File: config.mk
export PLATFORM = sky130hd
export DESIGN_NAME = uni_reg
export DESIGN_NICKNAME = d
export VERILOG_FILES = /design/src/rtl/uni_reg_pkg.sv /design/src/rtl/mux8.sv /design/src/rtl/uni_reg_cell.sv /design/src/rtl/uni_reg.sv
export SDC_FILE = /design/constraint.sdc
export NUM_CORES = 1
export LEC_CHECK = 0
export CAP_MARGIN = 40
export CORE_ASPECT_RATIO = 0.5
export CORE_MARGIN = 3
export CORE_UTILIZATION = 52
export CTS_CLUSTER_SIZE = 8
export DETAILED_ROUTE_END_ITERATION = 6
export MAX_ROUTING_LAYER = met4
export PLACE_DENSITY = 0.81
export SYNTH_ARGS = -nofsm -noshare
export SYNTH_HDL_FRONTEND = slang
export SYNTH_SLANG_ARGS = --single-unit
export TNS_END_PERCENT = 20
File: constraint.sdc
create_clock -name clk -period 2.4 [get_ports clk]
set_input_delay 0.24 -clock clk [delete_from_list [all_inputs] [get_ports clk]]
set_output_delay 0.24 -clock clk [all_outputs]
set_load 0.01 [all_outputs]
File: src/rtl/uni_reg_pkg.sv
// Shared constants for the uni_reg universal register: mode width and mode codes.
package uni_reg_pkg;

  localparam int UNI_REG_MODE_W = 3;

  localparam logic [UNI_REG_MODE_W-1:0] MODE_HOLD = 3'd0;
  localparam logic [UNI_REG_MODE_W-1:0] MODE_LOAD = 3'd1;
  localparam logic [UNI_REG_MODE_W-1:0] MODE_SHL  = 3'd2;
  localparam logic [UNI_REG_MODE_W-1:0] MODE_SHR  = 3'd3;
  localparam logic [UNI_REG_MODE_W-1:0] MODE_ROL  = 3'd4;
  localparam logic [UNI_REG_MODE_W-1:0] MODE_ROR  = 3'd5;
  localparam logic [UNI_REG_MODE_W-1:0] MODE_INC  = 3'd6;
  localparam logic [UNI_REG_MODE_W-1:0] MODE_DEC  = 3'd7;

endpackage

File: src/rtl/mux8.sv
// Generic 8:1 single-bit multiplexer; input index equals the select code.
module mux8 (
  input  logic [7:0] in,
  input  logic [2:0] sel,
  output logic       y
);

  assign y = in[sel];

endmodule

File: src/rtl/uni_reg_cell.sv
// One bit of uni_reg: mode-indexed 8:1 next-state select feeding a
// synchronous-reset flop that resets to its own bit of the register reset value.
module uni_reg_cell
  import uni_reg_pkg::*;
#(
  parameter logic RST_BIT = 1'b0
) (
  input  logic                      clk,
  input  logic                      reset,
  input  logic [UNI_REG_MODE_W-1:0] mode,
  input  logic [7:0]                opts,
  output logic                      q
);

  logic nxt;

  mux8 u_mux (
    .in  (opts),
    .sel (mode),
    .y   (nxt)
  );

  always_ff @(posedge clk) begin
    if (reset) q <= RST_BIT;
    else       q <= nxt;
  end

endmodule

File: src/rtl/uni_reg.sv
// Parametrised universal register (hold/load/shift/rotate/inc/dec) with registered
// cout and combinational zero. Define UNI_REG_SAT_EN for saturating INC/DEC.
module uni_reg
  import uni_reg_pkg::*;
#(
  parameter int             WIDTH     = 16,
  parameter logic [WIDTH-1:0] RESET_VAL = '0
) (
  input  logic                      clk,
  input  logic                      reset,
  input  logic [UNI_REG_MODE_W-1:0] mode,
  input  logic [WIDTH-1:0]          d,
  input  logic                      sin_l,
  input  logic                      sin_r,
  output logic [WIDTH-1:0]          q,
  output logic                      cout,
  output logic                      zero
);

  localparam logic [WIDTH-1:0] ONE = WIDTH'(1);

  logic [WIDTH-1:0] shl_v, shr_v, rol_v, ror_v, inc_v, dec_v;
  logic             all_ones, all_zero;
  logic             cout_nxt;

  assign all_ones = &q;
  assign all_zero = ~|q;

  assign shl_v = {q[WIDTH-2:0], sin_l};
  assign shr_v = {sin_r, q[WIDTH-1:1]};
  assign rol_v = {q[WIDTH-2:0], q[WIDTH-1]};
  assign ror_v = {q[0], q[WIDTH-1:1]};

`ifdef UNI_REG_SAT_EN
  // Boundary counts stick at the rail instead of wrapping.
  assign inc_v = all_ones ? q : q + ONE;
  assign dec_v = all_zero ? q : q - ONE;
`else
  assign inc_v = q + ONE;
  assign dec_v = q - ONE;
`endif

  for (genvar i = 0; i < WIDTH; i++) begin : g_cell
    uni_reg_cell #(
      .RST_BIT (RESET_VAL[i])
    ) u_cell (
      .clk   (clk),
      .reset (reset),
      .mode  (mode),
      .opts  ({dec_v[i], inc_v[i], ror_v[i], rol_v[i],
               shr_v[i], shl_v[i], d[i], q[i]}),
      .q     (q[i])
    );
  end

  // cout carries the bit leaving the register, or the wrap/saturation event on counts.
  always_comb begin
    cout_nxt = cout;
    case (mode)
      MODE_HOLD: cout_nxt = cout;
      MODE_LOAD: cout_nxt = 1'b0;
      MODE_SHL:  cout_nxt = q[WIDTH-1];
      MODE_SHR:  cout_nxt = q[0];
      MODE_ROL:  cout_nxt = q[WIDTH-1];
      MODE_ROR:  cout_nxt = q[0];
      MODE_INC:  cout_nxt = all_ones;
      MODE_DEC:  cout_nxt = all_zero;
      default:   cout_nxt = cout;
    endcase
  end

  always_ff @(posedge clk) begin
    if (reset) cout <= 1'b0;
    else       cout <= cout_nxt;
  end

  assign zero = all_zero;

endmodule

**After elaboration in Yosys (flattened, before gate mapping)**

Index checks and enable logic that the tools add are counted.

- Register bits: 17
- Input port bits: 23
- Output and inout bits: 18
- Word-level logic and storage cells: 66

- Add/subtract/negate cells: 2
- Order comparisons: 1
- Equal/unequal tests: 7
- Mux-type cells: 33
- Reductions and logical operators: 6

Operators by type and width:

| cell | count |
|---|---|
| $bmux W1 S3 | 16 |
| $add A16 B1 Y16 const B | 1 |
| $mux W1 | 16 |
| $reduce_and A16 Y1 | 1 |
| $reduce_or A16 Y1 | 1 |
| $sub A16 B1 Y16 const B | 1 |
| $eq A3 B3 Y1 const B | 4 |
| $eq A3 B2 Y1 const B | 2 |
| $pmux W1 S5 | 1 |
| $lt A3 B4 Y1 const B | 1 |
| $reduce_or A2 Y1 | 2 |
| $eq A3 B1 Y1 const B | 1 |
| $logic_not A3 Y1 | 1 |
| $logic_not A1 Y1 | 1 |

**Logic depth before layout (Yosys ltp)**

- Depth in word-level cells: 3
- Depth in mapped cells: 8

**Cells and area by module**

A second synthesis with hierarchy kept.

- Cell total of the unflattened synthesis: 174
- Area total of the unflattened synthesis: 2,254.7 um2

Modules (own cells, without submodules):

| module | times used | cells each | area each (um2) | seq. area each (um2) |
|---|---|---|---|---|
| mux8 | 16 | 3 | 63.8 | 0.0 |
| uni_reg | 1 | 94 | 693.2 | 20.0 |
| uni_reg_cell | 16 | 2 | 33.8 | 20.0 |

**Least setup slack after synthesis**

OpenSTA, ideal clock, no wires.

- Kind: register to register
- Start: register (tool-made name)
- End: register cout
- Setup time: 0.066 ns
- Arrival time: 1.789 ns
- Data required time: 2.334 ns
- Path slack: 0.546 ns
- Cell stages (with the launch flop): 7
- Path buffers: 1
- Path through: dfxtp_1 -> clkbuf_1 -> or3_1 -> or3_1 -> nor4_2 -> a311oi_1 -> nor2_1

RTL lines:

| what | line | RTL |
|---|---|---|
| end signal, assigned | uni_reg.sv:74 | `else cout <= cout_nxt;` |
| end, declared | uni_reg.sv:16 | `output logic cout,` |

==> results.md <==
- completed — outcome
- input pin to flop — Hold Path Class
- 2116 — vias post-DR
- 0 ns — final-layout setup total negative slack
- 0.932 — routability congestion estimate
- clkdlybuf4s50_1 — commonest non-fill, non-tap cell in the layout
- 40 — # port buffers
- 0.321 — share of power burned in registers
- 0.700 — tightest slew margin relative to the limit
- 22.8% — growth of design area from synthesis to finish
- output port — capturing element type of the critical path
- 0.40 ns — maximum cell stage delay along the critical path
- 2 — maximum root-to-sink buffer count
- 315 — number of nets at the end of the flow
- flop to output port — Setup Crit Path Kind
- 41 — IO Pins
- 7.48 µm² — per-instance average area after synthesis
- 0.172 — part of the Yosys area used for sequential elements
- 0.0444 — Post-Synth XOR/XNOR Area
- 3 — number of clock buffers inserted by TritonCTS
- 549 µm — met3 routed wirelength
- 9560 µm — first-pass GRT wire length
- 2.16 ns — data required time of the worst path
- 0 — antenna violation net count after detailed routing
- 2.19 ns — post-layout min period
- 340 — Final Instance Count excl. Fillers
- 93.1 µm — width of the chip
- 0 — Max Transition Viols Final
- 0.00353 mm² — CORE AREA
- dfxtp_1 — leading area contributor after synthesis
- 15 — number of rows in the core area
- 0 — grt ovf
- false — setup repair after global routing missed its margin
- 49.6 µm — height of the die
- 0 — DRC errors left
- 0.00462 mm² — Die Outline Area
- 0.00261 ns — Post-Route Skew
- 0.159 — share of layout cells above drive strength 1
- dfxtp_1 — commonest register cell after synthesis
- or3_1 — CP most frequent cell
- 17 — flip-flop and latch count after synthesis
- 448 mW/mm² — power per cell area
- clkdlybuf4s50_1 (38), nor2_1 (28), buf_4 (23), a21oi_1 (21), mux2i_1 (19) — leading cell types in the layout, fill and taps excluded
- 340 µm² — sequential cell area in the final layout
- clkbuf_8 — clock root buffer
- 0.217 — Clk pwr share
- 0.08 ns — CTS clock-pin slew for the worst setup and hold paths
- 0.00137 mm² — area of the multi-input gates
- simple AND/OR/NAND/NOR gates — combinational family with the most area after synthesis
- 0 — initial antenna violation count
- 5900 µm — wire length after detailed routing
- 0.462 — combinational share of power
- 1847 — via count of the first global-routing pass
- 17.4 µm — Routed wire per std cell
- 0.376 — switching power share of the total
- 264 — post-synthesis instance total
- 289 — post-synth net total
- 1.95 ns — CP Data Arrival Time
- 0.268 — Global Route Usage Sum
- 0 — Final setup viols
- 0.266 — share of synthesized cell area in and, or, nand and nor gates
- 0.00197 mm² — total standard cell area after synthesis
- 17 — clock sink total
- met4 — Highest Signal Layer
- 336 — Placed Instances
- 408 µW — total net switching power
- 5 — count of TritonRoute iterations in the first routing pass
- 4420 µm — DP HPWL
- 0.26 ns — clock insertion delay at the later pin of the skew report
- 0.0127 — Synth Area in Adders
- 0 — antenna cell count
- 6.22 — via count normalized by instance count
- 0.172 — proportion of netlist area held by the largest area contributor
- 320 — filler cell count
- 1 — H-tree lvl count
- 2430 µm — WL met2
- 0 — post-CTS setup repair buffer count
- 0 — number of enable-type register cells in the synthesized netlist
- 37 — maximum number of pins on one net before global-route repair
- 0.439 ns — Worst Tran Pin Value
- 0.912 — share of the clock period used by the worst path after layout
- 54 — number of unique standard cell types used by synthesis
- 0 — number of synthesis warnings
- 0.000920 µW — reported leakage power
- 0.540 ns — worst hold-check slack
- 0.125 — portion of netlist area occupied by mux cells
- 0 — Maximum Capacitance Violations
- 2 — largest fanout on the critical path
- 2860 µm — M1 wire length
- or3_1 — slowest stage cell on the critical path
- 0 — post-synthesis async set-or-reset flop share
- built — CTS tree
- 183 — First DRT Iteration DRCs
- or3_1 -> or3_1 -> nor4_2 -> dlygate4sd2_1 — Cell Chain, Critical Path
- 0.190 mV — Peak supply drop
- flop — launching element type of the critical path
- dfxtp_1 (17%), mux2i_1 (9.6%), buf_4 (6.5%) — cells taking the most area after synthesis
- 0.248 — complex-gate fraction of the synthesized area
- 678 µW — internal power contribution
- 0 — count of endpoints failing hold in the final timing report
- 0.560 — starting utilization of the core area
- 0.457 GHz — max frequency
## worst max-delay path: cells and delay by family, from the launching register on
family | cells | cell delay (ns)
DFF | 1 | 0.31
and+or+nand+nor | 3 | 1.06
buffers and inverters | 1 | 0.32
## timing repair
item	in CTS	in global routing
hold buffers	0	0
endpoints found under the setup margin	1	0
resized for setup	1	0
## cells by family after synthesis
kind of cell | Yosys count
compound gates | 71
flops | 17
fa+ha+maj | 2
xor+xnor | 10
mux | 24
simple gates | 93
buf+inv | 47
## layout make-up
cell class                      count  share of cell area
Tap cell                           51              0.0263
Sequential cell                    17               0.140
Multi-Input combinational cell    200               0.567
Clock buffer                        4              0.0186
Inverter                            4             0.00619
Timing Repair Buffer               64               0.242
## per-stage QoR
| step | instance area, µm² | power, µW | setup WS [ns] | utilization |
|---|---|---|---|---|
| finish | 2420 | 1090 | 0.212 | 0.687 |
| global route | 2420 | 1150 | 0.122 | 0.687 |
| CTS | 2420 | 1080 | 0.239 | 0.687 |
| detailed placement | 2380 | 849 | 0.244 | 0.675 |
| global placement | 2380 | 837 | 0.232 | 0.675 |
| floorplan | 1970 | 693 | 0.546 | - |
## per-layer routing
| metal | GRT usage | vias up |
|---|---|---|
| li1 | - | 1012 |
| met1 | 0.403 | 989 |
| met2 | 0.361 | 107 |
| met3 | 0.0564 | 8 |
| met4 | 0.0535 | 0 |
| met5 | - | - |
## path summary, 6_finish.rpt
path	startpoint	to	slack, ns	cells after the start
min	mode[0]	flop	0.54	4
max	flop	zero	0.21	4
min reg2reg	flop	flop	0.61	2
max reg2reg	flop	flop	0.25	5
## Yosys cell counts, types with 5 or more instances
| cell | n |
|---|---|
| a21oi_1 | 21 |
| buf_2 | 10 |
| buf_4 | 17 |
| clkbuf_1 | 14 |
| dfxtp_1 | 17 |
| mux2_2 | 5 |
| mux2i_1 | 19 |
| nand2_1 | 15 |
| nand3b_1 | 6 |
| nor2_1 | 28 |
| nor3_1 | 7 |
| nor4_1 | 7 |
| o21ai_0 | 14 |
| o22ai_1 | 5 |
| xnor2_1 | 7 |
## power groups by stage
stage	logic, µW	registers, µW	clock network, µW
floorplan	352	340	0
global placement	485	352	0
detailed placement	494	354	0
CTS	496	348	232
global route	544	353	248
finish	502	349	236
Power figures use the tool's default switching activity.
